[config.mk]
export PLATFORM = sky130hd
export DESIGN_NAME = fir_y_stream_sink
export DESIGN_NICKNAME = d
export VERILOG_FILES = /design/src/rtl/fir_y_stream_sink.sv
export SDC_FILE = /design/constraint.sdc
export NUM_CORES = 1
export LEC_CHECK = 0
export BUFFER_PORTS_ARGS = -buffer_cell sky130_fd_sc_hd__clkbuf_2
export CORE_MARGIN = 8
export CORE_UTILIZATION = 56
export DETAILED_ROUTE_END_ITERATION = 10
export GPL_ROUTABILITY_DRIVEN = 0
export GPL_TIMING_DRIVEN = 1
export PLACE_DENSITY = 0.85
export SLEW_MARGIN = 20
export SYNTH_ARGS = -nofsm -noshare
export SYNTH_HDL_FRONTEND = slang
export SYNTH_SLANG_ARGS = --single-unit
[constraint.sdc]
create_clock -name clk_i -period 4.9 [get_ports clk_i]
set_input_delay 1.225 -clock clk_i [delete_from_list [all_inputs] [get_ports clk_i]]
set_output_delay 1.225 -clock clk_i [all_outputs]
set_load 0.03 [all_outputs]
[src/rtl/fir_y_stream_sink.sv]
// Consuming end of the FIR y stream: accepts a programmed number of beats into a
// small FIFO drained by a registered read port, and tracks beat count and checksum.
module fir_y_stream_sink #(
  parameter int unsigned DATA_WIDTH = 32,
  parameter int unsigned DEPTH      = 16,
  parameter int unsigned CNT_WIDTH  = 16
) (
  input  logic                      clk_i,
  input  logic                      rst_ni,
  input  logic                      clear_i,
  input  logic                      enable_i,
  input  logic                      start_i,
  input  logic [CNT_WIDTH-1:0]      len_i,
  input  logic [DATA_WIDTH-1:0]     y_data_i,
  input  logic [DATA_WIDTH/8-1:0]   y_strb_i,
  input  logic                      y_valid_i,
  output logic                      y_ready_o,
  input  logic                      rd_req_i,
  output logic [DATA_WIDTH-1:0]     rd_data_o,
  output logic                      rd_valid_o,
  output logic [$clog2(DEPTH):0]    fifo_cnt_o,
  output logic [CNT_WIDTH-1:0]      beat_cnt_o,
  output logic [DATA_WIDTH-1:0]     checksum_o,
  output logic                      busy_o,
  output logic                      done_o
);

  localparam int unsigned AW     = $clog2(DEPTH);
  localparam int unsigned STRB_W = DATA_WIDTH / 8;
  localparam logic [AW:0] FULL_CNT = (AW+1)'(DEPTH);
  localparam logic [CNT_WIDTH-1:0] CNT_ONE = CNT_WIDTH'(1);
  localparam logic [AW-1:0] PTR_ONE = AW'(1);
  localparam logic [AW:0] OCC_ONE = (AW+1)'(1);

  typedef enum logic [1:0] {
    S_IDLE = 2'd0,
    S_RUN  = 2'd1,
    S_DONE = 2'd2
  } state_e;

  function automatic logic [DATA_WIDTH-1:0] rotl1(input logic [DATA_WIDTH-1:0] v);
    return {v[DATA_WIDTH-2:0], v[DATA_WIDTH-1]};
  endfunction

  state_e                  r_state, w_state_nxt;
  logic [CNT_WIDTH-1:0]    r_len, r_beat_cnt;
  logic [DATA_WIDTH-1:0]   r_checksum;
  logic [DATA_WIDTH-1:0]   r_mem [DEPTH];
  logic [AW-1:0]           r_wr_ptr, r_rd_ptr;
  logic [AW:0]             r_count;
  logic [DATA_WIDTH-1:0]   r_rd_data;
  logic                    r_rd_valid;

  logic                    w_full, w_empty, w_at_len;
  logic                    w_push, w_pop, w_ready;
  logic                    w_len_load, w_cnt_zero;
  logic [CNT_WIDTH-1:0]    w_beat_inc;
  logic [DATA_WIDTH-1:0]   w_masked;

  assign w_full     = (r_count == FULL_CNT);
  assign w_empty    = (r_count == '0);
  assign w_at_len   = (r_beat_cnt == r_len);
  assign w_beat_inc = r_beat_cnt + CNT_ONE;
  // Ready is derived only from registered state and enable, never from valid.
  assign w_ready    = (r_state == S_RUN) & enable_i & ~w_full & ~w_at_len;
  assign w_push     = y_valid_i & w_ready;
  assign w_pop      = rd_req_i & ~w_empty;

  // Byte-mask the incoming word with its strobe.
  always_comb begin
    w_masked = '0;
    for (int b = 0; b < STRB_W; b++) begin
      if (y_strb_i[b]) begin
        w_masked[8*b +: 8] = y_data_i[8*b +: 8];
      end else begin
        w_masked[8*b +: 8] = 8'h00;
      end
    end
  end

  // Next-state logic for the transfer controller.
  always_comb begin
    w_state_nxt = r_state;
    w_len_load  = 1'b0;
    w_cnt_zero  = 1'b0;
    case (r_state)
      S_IDLE: begin
        if (start_i) begin
          w_cnt_zero = 1'b1;
          if (len_i != '0) begin
            w_len_load  = 1'b1;
            w_state_nxt = S_RUN;
          end else begin
            w_state_nxt = S_DONE;
          end
        end else begin
          w_state_nxt = S_IDLE;
        end
      end
      S_RUN: begin
        if (w_push && (w_beat_inc == r_len)) begin
          w_state_nxt = S_DONE;
        end else begin
          w_state_nxt = S_RUN;
        end
      end
      S_DONE:  w_state_nxt = S_IDLE;
      default: w_state_nxt = S_IDLE;
    endcase
  end

  // Controller state, programmed length, beat counter and checksum.
  always_ff @(posedge clk_i or negedge rst_ni) begin
    if (!rst_ni) begin
      r_state    <= S_IDLE;
      r_len      <= '0;
      r_beat_cnt <= '0;
      r_checksum <= '0;
    end else if (clear_i) begin
      r_state    <= S_IDLE;
      r_len      <= '0;
      r_beat_cnt <= '0;
      r_checksum <= '0;
    end else begin
      r_state <= w_state_nxt;
      if (w_len_load) begin
        r_len <= len_i;
      end
      if (w_cnt_zero) begin
        r_beat_cnt <= '0;
        r_checksum <= '0;
      end else if (w_push) begin
        r_beat_cnt <= w_beat_inc;
        r_checksum <= rotl1(r_checksum) ^ w_masked;
      end
    end
  end

  // FIFO pointers and occupancy; a simultaneous push and pop leaves occupancy unchanged.
  always_ff @(posedge clk_i or negedge rst_ni) begin
    if (!rst_ni) begin
      r_wr_ptr <= '0;
      r_rd_ptr <= '0;
      r_count  <= '0;
    end else if (clear_i) begin
      r_wr_ptr <= '0;
      r_rd_ptr <= '0;
      r_count  <= '0;
    end else begin
      if (w_push) begin
        r_wr_ptr <= r_wr_ptr + PTR_ONE;
      end
      if (w_pop) begin
        r_rd_ptr <= r_rd_ptr + PTR_ONE;
      end
      case ({w_push, w_pop})
        2'b10:   r_count <= r_count + OCC_ONE;
        2'b01:   r_count <= r_count - OCC_ONE;
        default: r_count <= r_count;
      endcase
    end
  end

  // FIFO storage; contents are don't-care until written.
  always_ff @(posedge clk_i) begin
    if (w_push) begin
      r_mem[r_wr_ptr] <= w_masked;
    end
  end

  // Registered read port: data appears the cycle after a successful pop.
  always_ff @(posedge clk_i or negedge rst_ni) begin
    if (!rst_ni) begin
      r_rd_data  <= '0;
      r_rd_valid <= 1'b0;
    end else if (clear_i) begin
      r_rd_data  <= '0;
      r_rd_valid <= 1'b0;
    end else begin
      r_rd_valid <= w_pop;
      if (w_pop) begin
        r_rd_data <= r_mem[r_rd_ptr];
      end
    end
  end

  assign y_ready_o  = w_ready;
  assign rd_data_o  = r_rd_data;
  assign rd_valid_o = r_rd_valid;
  assign fifo_cnt_o = r_count;
  assign beat_cnt_o = r_beat_cnt;
  assign checksum_o = r_checksum;
  assign busy_o     = (r_state != S_IDLE);
  assign done_o     = (r_state == S_DONE);

endmodule

## Yosys cells after proc, flatten, opt, wreduce, memory -nomap -nowiden

Memories as Yosys holds them, arrays and structs flattened.
Index checks and enable logic that the tools add are counted.

| word-level totals | value |
|---|---|
| register bits | 112 |
| bits in writable memories | 512 |
| input bits | 59 |
| output and inout port bits | 89 |
| word-level logic and storage cells | 74 |
| memories | 1 |

| operators by class | value |
|---|---|
| add/sub/neg operators | 5 |
| equality and inequality tests | 7 |
| muxes and demuxes | 33 |
| bitwise operators | 9 |
| reductions and logical operators | 10 |

Memories:

| name | words | width | read ports | clocked after memory_dff | write ports | RTL line | RTL |
|---|---|---|---|---|---|---|---|
| r_mem | 16 | 32 | 1 | 0 | 1 | 48 | `logic [DATA_WIDTH-1:0] r_mem [DEPTH];` |

Operators with widths:

| cell | number |
|---|---|
| $mux 32 | 5 |
| $mux 16 | 5 |
| $eq 16x16->1 | 2 |
| $mux 8 | 4 |
| $xor 32x32->32 | 1 |
| $add 16x1->16 const B | 1 |
| $mux 4 | 4 |
| $reduce_bool 16->1 | 1 |
| $pmux 5 s2 | 1 |
| $add 4x1->4 const B | 2 |
| $mux 1 | 8 |
| $mux 2 | 4 |
| $reduce_bool 2->1 | 4 |
| $reduce_bool 3->1 | 2 |
| $add 5x1->5 const B | 1 |
| $and 1x1->1 | 5 |
| $eq 5x5->1 const B | 1 |
| $logic_not 5->1 | 1 |
| $mux 5 | 1 |
| $sub 5x1->5 const B | 1 |
| $eq 2x1->1 const B | 2 |
| $eq 2x2->1 const B | 2 |
| $pmux 2 s2 | 1 |
| $not 1->1 | 3 |
| 2 further kinds | 2 |

## Longest topological paths before layout

| depth | value |
|---|---|
| word-level depth | 9 |
| gate-level depth with buffers | 17 |
| mapped depth without buffers | 14 |

## Worst setup path before layout

No wires, ideal clock.

| path | value |
|---|---|
| kind | flip-flop to flip-flop |
| from | register r_beat_cnt[6] (netlist: beat_cnt_o[6]) |
| to | register r_count[4] (netlist: fifo_cnt_o[4]) |
| setup time | 132 ps |
| arrival time | 3507 ps |
| required time | 4768 ps |
| path slack | 1262 ps |
| cell stages (with the launch flop) | 18 |
| buffers on the path | 3 |
| clock period less this slack | 3638 ps |
| path through | dfrtp_1 buf_2 xnor2_2 nand4_1 or4b_4 o211a_4 buf_6 buf_2 nand2b_1 inv_2 ha_1 nor2b_1 o21ai_0 inv_1 or3_1 mux2i_1 xnor2_1 nor2_1 |

| on the way | value |
|---|---|
| cells in the longest elaborated chain, start to end | 7 |
| elaborated cells between the ends (all ways) | 9 |
| those cells by class | eq/ne (3); mux (2); bitwise (3); reduce/logical (1) |

RTL lines:

| item | RTL line | RTL |
|---|---|---|
| start, declared | 46 | `logic [CNT_WIDTH-1:0] r_len, r_beat_cnt;` |
| start signal, assigned | 133 | `r_beat_cnt <= w_beat_inc;` |
| $eq 16x16->1 * | 62 | `assign w_at_len = (r_beat_cnt == r_len);` |
| $not 1->1 * | 65 | `assign w_ready = (r_state == S_RUN) & enable_i & ~w_full & ~w_at_len;` |
| $and 1x1->1 * | 65 |  |
| $and 1x1->1 * | 66 | `assign w_push = y_valid_i & w_ready;` |
| $eq 2x1->1 or $eq 2x2->1 (tied branches) | 156 | `case ({w_push, w_pop})` |
| $pmux 5 s2 | 156 |  |
| $mux 5 | 145 | `end else if (clear_i) begin` |
| end signal, assigned | 157 | `2'b10: r_count <= r_count + OCC_ONE;` |
| end signal, assigned | 158 | `2'b01: r_count <= r_count - OCC_ONE;` |
| end signal, assigned | 159 | `default: r_count <= r_count;` |
| end, declared | 50 | `logic [AW:0] r_count;` |

Mark *: on every way between the ends. The rest lies on a longest branch, timed or not.
A chain may end at the register's enable or synchronous reset.

## Worst setup path in the final report

| path | value |
|---|---|
| from | register r_beat_cnt[4] (netlist: beat_cnt_o[4]) |
| to | output y_ready_o |

| on the way | value |
|---|---|
| cells in the longest elaborated chain, start to end | 3 |

RTL lines:

| item | RTL line | RTL |
|---|---|---|
| $eq 16x16->1 | 62 |  |
| $not 1->1 | 65 |  |
| $and 1x1->1 | 65 |  |
| end, declared | 17 | `output logic y_ready_o,` |

No other way between the ends.

==> metrics.txt <==
worst r2r src beat_cnt_o[4]$_DFFE_PN0P_; Ports approximately 150; CTS root buf clkbuf_16; FMAX 263 MHz; Resize count post-CTS 0; # DRC 0; Final Hold Vio Count 0; total CTS buffers 59; HPWL after DPL 40000 microns; hold_buf cts 0; drt via density 6.45; gr ovfl total 0; Startpoint Class register; share of layout cells above drive strength 1 roughly 29%; P_leak 0.00987 uW; Final ANT Viol Nets 0; reg2reg path depth 14; setup TNS 0 ns; max-slew violations 0; synth cell count leaders edfxtp_1 (512), mux4_2 (129), dfrtp_1 (112); Ys Warns 0; ANT cells 0; Post-Syn Instances 1407; count leader, synth edfxtp_1; total die area 0.0525 sq mm; largest net degree at the start of global routing 71; post-route cell area 0.0289 sq mm; Crit Path Max Fanout 12; Post-CTS Setup Inserts 0; number of global-route vias before repair 14814; skew final ~0.028 ns; Worst Hold Class register to register; Distinct cells, synth 56; top cells by area, synth edfxtp_1 (60%), mux4_2 (11%), dfrtp_1 (11%); CP Class register to output pin; Final min period 3.80 ns; max-cap violations 0; DIE HEIGHT 229 microns; Hold Path End rd_data_o[31]$_DFFE_PN0P_; EDFF count, synth 512; Skew-Pair Late Insertion Delay ~0.63 ns; fin crit share a little under 80%; Routed Wire Length approximately 65000 microns; row cnt 78; 1st-pass router iterations 5; Vias 14231; VDD IR-drop max 0.411 mV; All-Layer GR Usage 24.6%; H-tree depth 2; Nets 1627; Iter 0 DRT Violations about 1900; hold path start rd_data_o[31]$_DFFE_PN0P_; IO Port Bufs approximately 150; post-synthesis net count 1476; reg-to-reg slack, setup about 1.3 ns; final setup fails 0; TritonCTS clock tree built; first-pass GRT wire length 96600 microns; post-DR wirelength/cell 29.6 microns; asr flop ratio synth 17.9%; DIE WIDTH 229 microns; Critical R2R Capture fifo_cnt_o[4]$_DFFE_PN0P_; area leader, netlist edfxtp_1; layout overhead on the synthesized area 13.4%; initial antenna violation count 0; Clock Path Buffers 3; clock-pin transition on the worst setup and hold timing paths 0.06 ns; required time of the critical path between 3 and 4 ns; Hold Path Depth 2; RSZ-0062 raised after global routing no; Worst EP arrival 2.57 ns; sequential-to-total area share from yosys stat 71.4%; Crit. End Element output pin; Slew headroom a little under 30%; final core utilization approximately 64%; Worst-Margin Slew 1.07 ns; starting density of the core 56.5%; Synth top area share 60.4%; PD cells between 400 and 500 mW/mm^2; Cell Area, Synth 0.0255 sq mm; status completed; synthesis-stage register bit count 624; CTS Sinks 624; core area 0.0451 sq mm; Post-DP Area 0.0268 sq mm; synthesized area per cell 18.1 sq um; main flop type after synthesis edfxtp_1
==> flip-flops by register name, summed over array words and instances, names as in the netlist <==
signal      flops
rd_data_o      32
beat_cnt_o     16
fifo_cnt_o      5
r_state         2
r_rd_ptr        4
r_wr_ptr        4
r_len          16
checksum_o     32
rd_valid_o      1
r_mem         512
==> routing by layer <==
layer  GRT usage, %  vias to the layer above  share of wire [%]
li1               -                     5821                  -
met1           33.1                     7346                 38
met2           40.4                      935                 49
met3           5.33                      129                 10
met4           7.35                        0                2.8
met5              0                        -                  0
==> worst max path at each step <==
stage	startpoint	to	slack, ns	depth (start not counted)
floorplan	beat_cnt_o[6]$_DFFE_PN0P_	fifo_cnt_o[4]$_DFFE_PN0P_	1.26	17
global placement	enable_i	r_mem[6][14]$_DFFE_PP_	1.14	8
detailed placement	enable_i	r_mem[4][22]$_DFFE_PP_	0.95	8
CTS	beat_cnt_o[4]$_DFFE_PN0P_	y_ready_o	1.08	5
global route	beat_cnt_o[4]$_DFFE_PN0P_	y_ready_o	0.98	5
finish	beat_cnt_o[4]$_DFFE_PN0P_	y_ready_o	1.10	5
==> cell families (layout without fill, tap and decap cells) <==
| logic type | count (synthesis) | in the layout | synth area share, % |
|---|---|---|---|
| mux | 192 | 192 | 13.9 |
| fa+ha+maj | 10 | 10 | 0.521 |
| buf+inv | 94 | 295 | 1.75 |
| simple gates | 272 | 272 | 5.35 |
| flops | 624 | 624 | 71.4 |
| xor+xnor | 81 | 81 | 2.88 |
| compound gates | 134 | 134 | 4.20 |
==> critical path, stage by stage, from the launching register on <==
cell	delay [ns]
dfrtp_1	0.53
xnor2_1	0.32
nand4_1	0.15
or4b_4	0.55
o21a_1	0.21
clkbuf_2	0.18
==> where the power goes <==
part	switching (uW)	internal, uW
Clock	2040	2810
Combinational	1580	1170
Sequential	252	5910
==> through the flow <==
step / power (uW) / hold slack [ns] / worst slack [ns] / std cells
6_report: 13700 / 0.527 / 1.10 / 2208
5_1_grt: 14100 / 0.546 / 0.976 / 2208
4_1_cts: 13800 / 0.531 / 1.08 / 2208
3_5_place_dp: 9000 / 0.520 / 0.951 / 2097
3_3_place_gp: 8920 / 0.513 / 1.14 / 2097
2_1_floorplan: 8150 / 0.506 / 1.26 / 1407
==> cell usage in the layout, fill, tap and decap left out, types with 28 or more instances in the layout <==
| cell | netlist | final |
|---|---|---|
| a211oi_2 | 30 | 30 |
| a21oi_1 | 28 | 28 |
| and2_1 | 43 | 35 |
| clkbuf_16 | 0 | 59 |
| clkbuf_2 | 0 | 146 |
| dfrtp_1 | 112 | 108 |
| edfxtp_1 | 512 | 512 |
| mux2i_1 | 63 | 63 |
| mux4_2 | 129 | 129 |
| nand2_1 | 57 | 57 |
| nor2_1 | 97 | 97 |
| xnor2_1 | 49 | 49 |
| xor2_1 | 29 | 29 |
==> cell type report <==
| cell class | count | area [sq um] |
|---|---|---|
| sequential | 624 | 18200 |
| fill | 2982 | 16200 |
| multi-input combinational | 689 | 6860 |
| clock buffer | 80 | 1620 |
| timing repair buffer | 174 | 966 |
| tap | 600 | 751 |
| clock inverter | 31 | 449 |
| inverter | 10 | 37.5 |
Note: power is estimated with default switching activity, not from simulation.
